===== src/rtl/pipe_ctrl.sv =====
// Pipeline hazard controller: prioritised stall vector, branch redirect with
// deferral behind downstream stalls, and saturating stall/flush counters.
module pipe_ctrl #(
  parameter int CNT_W  = 32,
  parameter int FCNT_W = 16
) (
  input  logic              clk,
  input  logic              rst,
  input  logic              stallreq_if,
  input  logic              stallreq_id,
  input  logic              stallreq_ex,
  input  logic              stallreq_mem,
  input  logic              branch_flag_i,
  input  logic [31:0]       branch_target_i,
  output logic [5:0]        stall_o,
  output logic              flush_o,
  output logic [31:0]       new_pc_o,
  output logic [CNT_W-1:0]  stall_cnt_o,
  output logic [FCNT_W-1:0] flush_cnt_o
);

  typedef enum logic {
    IDLE = 1'b0,
    HOLD = 1'b1
  } state_e;

  state_e            state_q, state_d;
  logic [31:0]       hold_pc_q, hold_pc_d;
  logic [CNT_W-1:0]  stall_cnt_q;
  logic [FCNT_W-1:0] flush_cnt_q;
  logic              downstream;

  assign downstream = stallreq_ex | stallreq_mem;

  // NOTE: every signal written here gets a default first, so no path infers a latch.
  always_comb begin
    state_d   = state_q;
    hold_pc_d = hold_pc_q;
    flush_o   = 1'b0;
    new_pc_o  = 32'h0;
    stall_o   = 6'b000000;

    unique case (state_q)
      IDLE: begin
        if (branch_flag_i) begin
          if (downstream) begin
            state_d   = HOLD;
            hold_pc_d = branch_target_i;
          end else begin
            flush_o  = 1'b1;
            new_pc_o = branch_target_i;
          end
        end
      end
      HOLD: begin
        // A stalled branch re-presents itself, so new branch inputs are ignored here.
        if (!downstream) begin
          flush_o  = 1'b1;
          new_pc_o = hold_pc_q;
          state_d  = IDLE;
        end
      end
      default: state_d = IDLE;
    endcase

    // Upstream stalls are squashed by a flush; downstream ones never coexist with it.
    if (stallreq_mem)                 stall_o = 6'b011111;
    else if (stallreq_ex)             stall_o = 6'b001111;
    else if (stallreq_id && !flush_o) stall_o = 6'b000111;
    else if (stallreq_if && !flush_o) stall_o = 6'b000011;

    if (!rst) begin
      flush_o  = 1'b0;
      new_pc_o = 32'h0;
      stall_o  = 6'b000000;
    end
  end

  // NOTE: sequential state uses non-blocking assignments so every flop samples pre-edge values.
  always_ff @(posedge clk or negedge rst) begin
    if (!rst) begin
      state_q     <= IDLE;
      hold_pc_q   <= 32'h0;
      stall_cnt_q <= '0;
      flush_cnt_q <= '0;
    end else begin
      state_q   <= state_d;
      hold_pc_q <= hold_pc_d;
      if (stall_o[0] && (stall_cnt_q != '1)) stall_cnt_q <= stall_cnt_q + CNT_W'(1);
      if (flush_o && (flush_cnt_q != '1))    flush_cnt_q <= flush_cnt_q + FCNT_W'(1);
    end
  end

  assign stall_cnt_o = stall_cnt_q;
  assign flush_cnt_o = flush_cnt_q;

endmodule


===== config.mk =====
export PLATFORM = sky130hd
export DESIGN_NAME = pipe_ctrl
export DESIGN_NICKNAME = d
export VERILOG_FILES = /design/src/rtl/pipe_ctrl.sv
export SDC_FILE = /design/constraint.sdc
export NUM_CORES = 1
export LEC_CHECK = 0
export ABC_AREA = 1
export CAP_MARGIN = 20
export CORE_MARGIN = 2
export CORE_UTILIZATION = 45
export CTS_CLUSTER_SIZE = 8
export DETAILED_ROUTE_END_ITERATION = 10
export GPL_TIMING_DRIVEN = 1
export PLACE_DENSITY = 0.78
export SETUP_SLACK_MARGIN = 0.02
export SYNTH_ARGS = -nofsm -noshare
export SYNTH_HDL_FRONTEND = slang
export SYNTH_SLANG_ARGS = --single-unit

===== constraint.sdc =====
create_clock -name clk -period 1.64 [get_ports clk]
set_input_delay 0.246 -clock clk [delete_from_list [all_inputs] [get_ports clk]]
set_output_delay 0.246 -clock clk [all_outputs]
set_load 0.02 [all_outputs]

==> results of run 1 <==
[final timing paths]
kind,start,endpoint
max,state_q,new_pc_o[1]
min reg2reg,hold_pc_q[10],hold_pc_q[10]
max reg2reg,state_q,stall_cnt_o[21]
min,rst,hold_pc_q[5]
min in group clk,hold_pc_q[10],hold_pc_q[10]
max in group asynchronous,rst,stall_cnt_o[0]
[layer usage]
layer  GRT usage  vias up  routed length (um)
li1            -     2466                   -
met1       0.311     2404                6270
met2       0.424      196                7290
met3      0.0460       39                 834
met4      0.0815        0                 450
met5           0        -                   0
[flip-flops by register name (all words and copies together) (netlist names)]
register / count
hold_pc_q: 32
stall_cnt_o: 32
flush_cnt_o: 16
state_q: 1
[cells in the mapped netlist]
master | n | share of area
inv_2 | 3 | 0.0023
a31oi_1 | 1 | 0.0013
nor3_1 | 7 | 0.0072
inv_1 | 35 | 0.027
mux2_1 | 3 | 0.0070
buf_8 | 2 | 0.0062
inv_4 | 1 | 0.0013
nand2_4 | 2 | 0.0046
nand4_1 | 7 | 0.0090
buf_2 | 9 | 0.0093
a21oi_1 | 32 | 0.033
nand2_2 | 4 | 0.0052
nand3_4 | 1 | 0.0036
o21ai_0 | 7 | 0.0072
xor2_1 | 11 | 0.020
mux2_2 | 29 | 0.067
nor2_2 | 9 | 0.012
buf_4 | 2 | 0.0031
dfrtp_1 | 81 | 0.42
nand3_1 | 28 | 0.029
nor2_1 | 63 | 0.049
ha_1 | 2 | 0.0052
xnor2_1 | 13 | 0.023
clkbuf_1 | 9 | 0.0070
conb_1 | 1 | 0.00077
nand2_1 | 309 | 0.24
nor2_4 | 1 | 0.0023
[metrics by stage]
step | util | std cells | power [mW] | setup WS [ps]
after floorplan | - | 672 | 3.38 | 30.1
after global placement | 0.646 | 965 | 4.02 | -516
after detailed placement | 0.646 | 965 | 4.09 | -645
after CTS | 0.658 | 983 | 5.40 | -142
after global routing | 0.682 | 991 | 5.78 | -212
final | 0.682 | 991 | 5.49 | -148
[cell type report]
class | instances | area share
Clock buffer | 12 | 0.0218
Clock inverter | 4 | 0.00387
Inverter | 39 | 0.0227
Multi-Input combinational cell | 530 | 0.395
Sequential cell | 81 | 0.287
Tap cell | 136 | 0.0240
Timing Repair Buffer | 189 | 0.247
[cells by family after synthesis]
logic type      count (synthesis)  share of synthesized area
simple gates                  431                      0.361
flops                          81                      0.418
buf+inv                        61                     0.0563
compound gates                 40                     0.0415
mux                            32                     0.0743
xor+xnor                       24                     0.0434
fa+ha+maj                       2                    0.00516
other cells                     1                   0.000773
[power breakdown]
group,internal [mW],switching (mW)
clock,0.631,0.736
combinational,0.759,0.847
sequential,2.29,0.222
[repair_timing]
action,CTS,global route
setup endpoints to repair,114,82
pin swaps,3,3
hold buffers,0,0
resized for setup,261,41
cloned,2,3
buffers inserted,0,5
==> impl_metrics.env, run 1 <==
export IMPL_seq_area_frac_synth=0.418
export IMPL_worst_hold_slack_ps=53.2
export IMPL_worstPathRequired_ps=1390
export IMPL_synth_fp_nets=713
export IMPL_path_delay_family="flip-flops"
export IMPL_grt_ovfl_total=0
export IMPL_crit_buf_inv=2
export IMPL_wl_mm=14.9
export IMPL_vias=5105
export IMPL_vdd_ir_drop_max_v=0.000587
export IMPL_drive_gt1_frac=0.267
export IMPL_setup_slack_ps=-148
export IMPL_worst_slew_pin_slew_ps=681
export IMPL_cts_buffers=9
export IMPL_setup_viol=59
export IMPL_fin_worst_skew_ps=7.23
export IMPL_gp_congestion=0.976
export IMPL_max_slew_margin=0.546
export IMPL_crit_slowest_cell="dfrtp_2"
export IMPL_grt_max_degree=53
export IMPL_multi_input_area_sq_um=2800
export IMPL_grt_pass1_wl_mm=22.7
export IMPL_clkSinkCount=81
export IMPL_first_global_vias=4767
export IMPL_numPortBuffers=124
export IMPL_path_max_fanout=14
export IMPL_synth_seq_cells=81
export IMPL_root_buffer="clkbuf_8"
export IMPL_finalMaxSlewViolations=0
export IMPL_wl_per_cell_um=15.0
export IMPL_nNetsFinal=891
export IMPL_hold_viol_final=0
export IMPL_drc=0
export IMPL_dieArea_sq_um=11600
export IMPL_fin_crit_sh=1.09
export IMPL_worstPathCellList="nor2_4 -> buf_8 -> nand2_1 -> a21oi_2 -> buf_4"
export IMPL_status="finished with violations"
export IMPL_cp_start_kind="flip-flop"
export IMPL_cts_tree="yes"
export IMPL_place_area_sq_um=6730
export IMPL_yosys_warnings=0
export IMPL_worstSkewPairLatency_ps=350
export IMPL_antenna_found_initial=0
export IMPL_ys_types=27
export IMPL_crit_type="flip-flop to output pin"
export IMPL_cp_end_kind="output pin"
export IMPL_maxCapViolations=0
export IMPL_synth_area_sq_um=4850
export IMPL_die_x_um=108
export IMPL_coreArea_sq_um=10400
export IMPL_fp_dieH_um=108
export IMPL_start_util=0.465
export IMPL_path_clk_slew_ps=80
export IMPL_timing_final_crit_period_ps=1790
export IMPL_rows=37
export IMPL_clockBufferDepth=2
export IMPL_first_pass_iters=5
export IMPL_track_usage=0.246
export IMPL_violations="setup timing"
export IMPL_ios=126
export IMPL_fin_setup_tns_ps=-4500
export IMPL_syn_inst=672
export IMPL_syn_area_per_cell_sq_um=7.21
export IMPL_fmax_mhz=559
export IMPL_layout_commonest_cell="nand2_1"
export IMPL_final_cell_mix="nand2_1, buf_4, dfrtp_1"
export IMPL_min_path_type="input pin to asynchronous set/reset pin"
export IMPL_fill_cells=833
export IMPL_syn_to_final_growth_pct=46.5
export IMPL_cts_htree_levels=3
export IMPL_vias_per_cell=5.15
export IMPL_p_leak_nw=3.37
export IMPL_cpPeakStageDelay_ps=460
export IMPL_p_per_area_nw_per_um2=772
export IMPL_ff2ff_path_depth=9
export IMPL_cp_num_cells=5
export IMPL_rsz0062_at_grt="true"
export IMPL_arrival_ps=1540
export IMPL_fin_area_sq_um=7100
export IMPL_drtIter0Drc=299
export IMPL_regArea_sq_um=2040
export IMPL_ant_nets=0
export IMPL_dp_final_hpwl_mm=10.4
export IMPL_r2r_slack_ps=-30
export IMPL_diodes=0
Note: power is estimated with default switching activity, not from simulation.
==> run 2: changes to the inputs <==
--- a/config.mk
+++ b/config.mk
@@ -14,6 +14,7 @@
 export GPL_TIMING_DRIVEN = 1
 export PLACE_DENSITY = 0.78
 export SETUP_SLACK_MARGIN = 0.02
+export SKIP_CTS_REPAIR_TIMING = 1
 export SYNTH_ARGS = -nofsm -noshare
 export SYNTH_HDL_FRONTEND = slang
 export SYNTH_SLANG_ARGS = --single-unit
==> run 2 against run 1 <==
Effect of this change:
- the run still ends with setup timing left
- utilization up 1.2 points
- maximum frequency down 0.59%
- setup slack worse by 11 ps
- critical path depth up 2
- wire length down 2.7%
- critical path type is now input pin to output pin
- critical endpoint is now new_pc_o[25]
==> impl_metrics.env, run 2 (synthesized netlist as in run 1, its figures left out) <==
export IMPL_clkSinkCount=81
export IMPL_drive_gt1_frac=0.265
export IMPL_layout_commonest_cell="nand2_1"
export IMPL_first_pass_iters=7
export IMPL_drtIter0Drc=255
export IMPL_setup_slack_ps=-159
export IMPL_grt_max_degree=53
export IMPL_path_clk_slew_ps=80
export IMPL_vias=5048
export IMPL_fin_crit_sh=1.10
export IMPL_fin_worst_skew_ps=10.0
export IMPL_final_cells=991
export IMPL_hold_viol_final=0
export IMPL_status="finished with violations"
export IMPL_vias_per_cell=5.09
export IMPL_drc=0
export IMPL_antenna_found_initial=0
export IMPL_syn_to_final_growth_pct=49.2
export IMPL_nNetsFinal=891
export IMPL_start_util=0.465
export IMPL_dp_final_hpwl_mm=10.4
export IMPL_wl_mm=14.4
export IMPL_ios=126
export IMPL_min_path_type="input pin to asynchronous set/reset pin"
export IMPL_finalMaxSlewViolations=0
export IMPL_place_inst=965
export IMPL_cts_htree_levels=3
export IMPL_cp_start_kind="input pin"
export IMPL_worstPathRequired_ps=1390
export IMPL_cts_tree="yes"
export IMPL_power_mw=5.49
export IMPL_dieArea_sq_um=11600
export IMPL_crit_type="input pin to output pin"
export IMPL_path_max_fanout=10
export IMPL_coreArea_sq_um=10400
export IMPL_numPortBuffers=124
export IMPL_clockBufferDepth=2
export IMPL_timing_final_crit_period_ps=1800
export IMPL_worst_slew_pin_slew_ps=666
export IMPL_root_buffer="clkbuf_8"
export IMPL_maxCapViolations=0
export IMPL_rsz0062_at_grt="true"
export IMPL_rows=37
export IMPL_first_global_vias=4721
export IMPL_fmax_mhz=556
export IMPL_p_leak_nw=3.98
export IMPL_die_x_um=108
export IMPL_pre_cts_slack_ps=-645
export IMPL_wl_per_cell_um=14.6
export IMPL_ant_nets=0
export IMPL_worstSkewPairLatency_ps=350
export IMPL_final_cell_mix="nand2_1, buf_4, dfrtp_1"
export IMPL_vdd_ir_drop_max_v=0.000594
export IMPL_arrival_ps=1550
export IMPL_p_per_area_nw_per_um2=759
export IMPL_setup_viol=36
export IMPL_violations="setup timing"
export IMPL_gp_congestion=0.976
export IMPL_cts_buffers=9
export IMPL_fp_dieH_um=108
export IMPL_diodes=0
export IMPL_track_usage=0.241
export IMPL_grt_pass1_wl_mm=22.3
export IMPL_grt_ovfl_total=0
export IMPL_cp_end_kind="output pin"
export IMPL_max_slew_margin=0.556
-- run 2: changes by cell type in the layout (fill, tap and decap cells not counted), sizes merged --
cell / change
clkdlybuf4s50: +1
dlymetal6s2s: +49
dlygate4sd2: -50
-- run 2: power by group --
group | switching (mW) | total [mW] | internal, mW
Combinational | 0.821 | 1.61 | 0.793
Sequential | 0.219 | 2.51 | 2.29
Clock | 0.732 | 1.36 | 0.631
-- run 2: critical path, cell delays in order --
cell and delay, ps:
clkdlybuf4s50_1 520, inv_2 60, nor2_4 180, buf_6 170
nand2_1 70, a21oi_2 160, buf_6 140
-- run 2: area by class of cell --
| class | count | area [sq um] |
|---|---|---|
| clock buffer | 12 | 155 |
| clock inverter | 4 | 27.5 |
| fill | 791 | 3180 |
| inverter | 39 | 156 |
| multi-input combinational | 530 | 2780 |
| sequential | 81 | 2040 |
| tap | 136 | 170 |
| timing repair buffer | 189 | 1910 |
-- run 2: per-stage QoR --
step	instance area, sq um	util	setup TNS (ps)	hold WS [ps]
2_1_floorplan	4980	-	0	-49.6
3_3_place_gp	6730	0.646	-36700	431
3_5_place_dp	6730	0.646	-43710	446
4_1_cts	6910	0.664	-26470	55.9
5_1_grt	7230	0.694	-6740	93.2
6_report	7230	0.694	-4330	44.1
-- run 2: final timing paths --
check                           slack (ps)           from  depth (start not counted)              to
min in group clk                       400   stallreq_mem                          4         state_q
max in group asynchronous             1110            rst                          2  stall_cnt_o[0]
worst max-delay path                  -160  branch_flag_i                          7    new_pc_o[25]
worst min-delay path                    40            rst                          2    hold_pc_q[5]
worst max register to register          10        state_q                          9  stall_cnt_o[0]
worst min register to register         500  hold_pc_q[14]                          1   hold_pc_q[14]
-- run 2: layer usage --
layer,vias to the layer above,share of wire,GRT usage
met5,-,0,0
met4,0,0.020,0.0778
met3,21,0.062,0.0460
met2,192,0.50,0.413
met1,2375,0.42,0.306
li1,2460,-,-
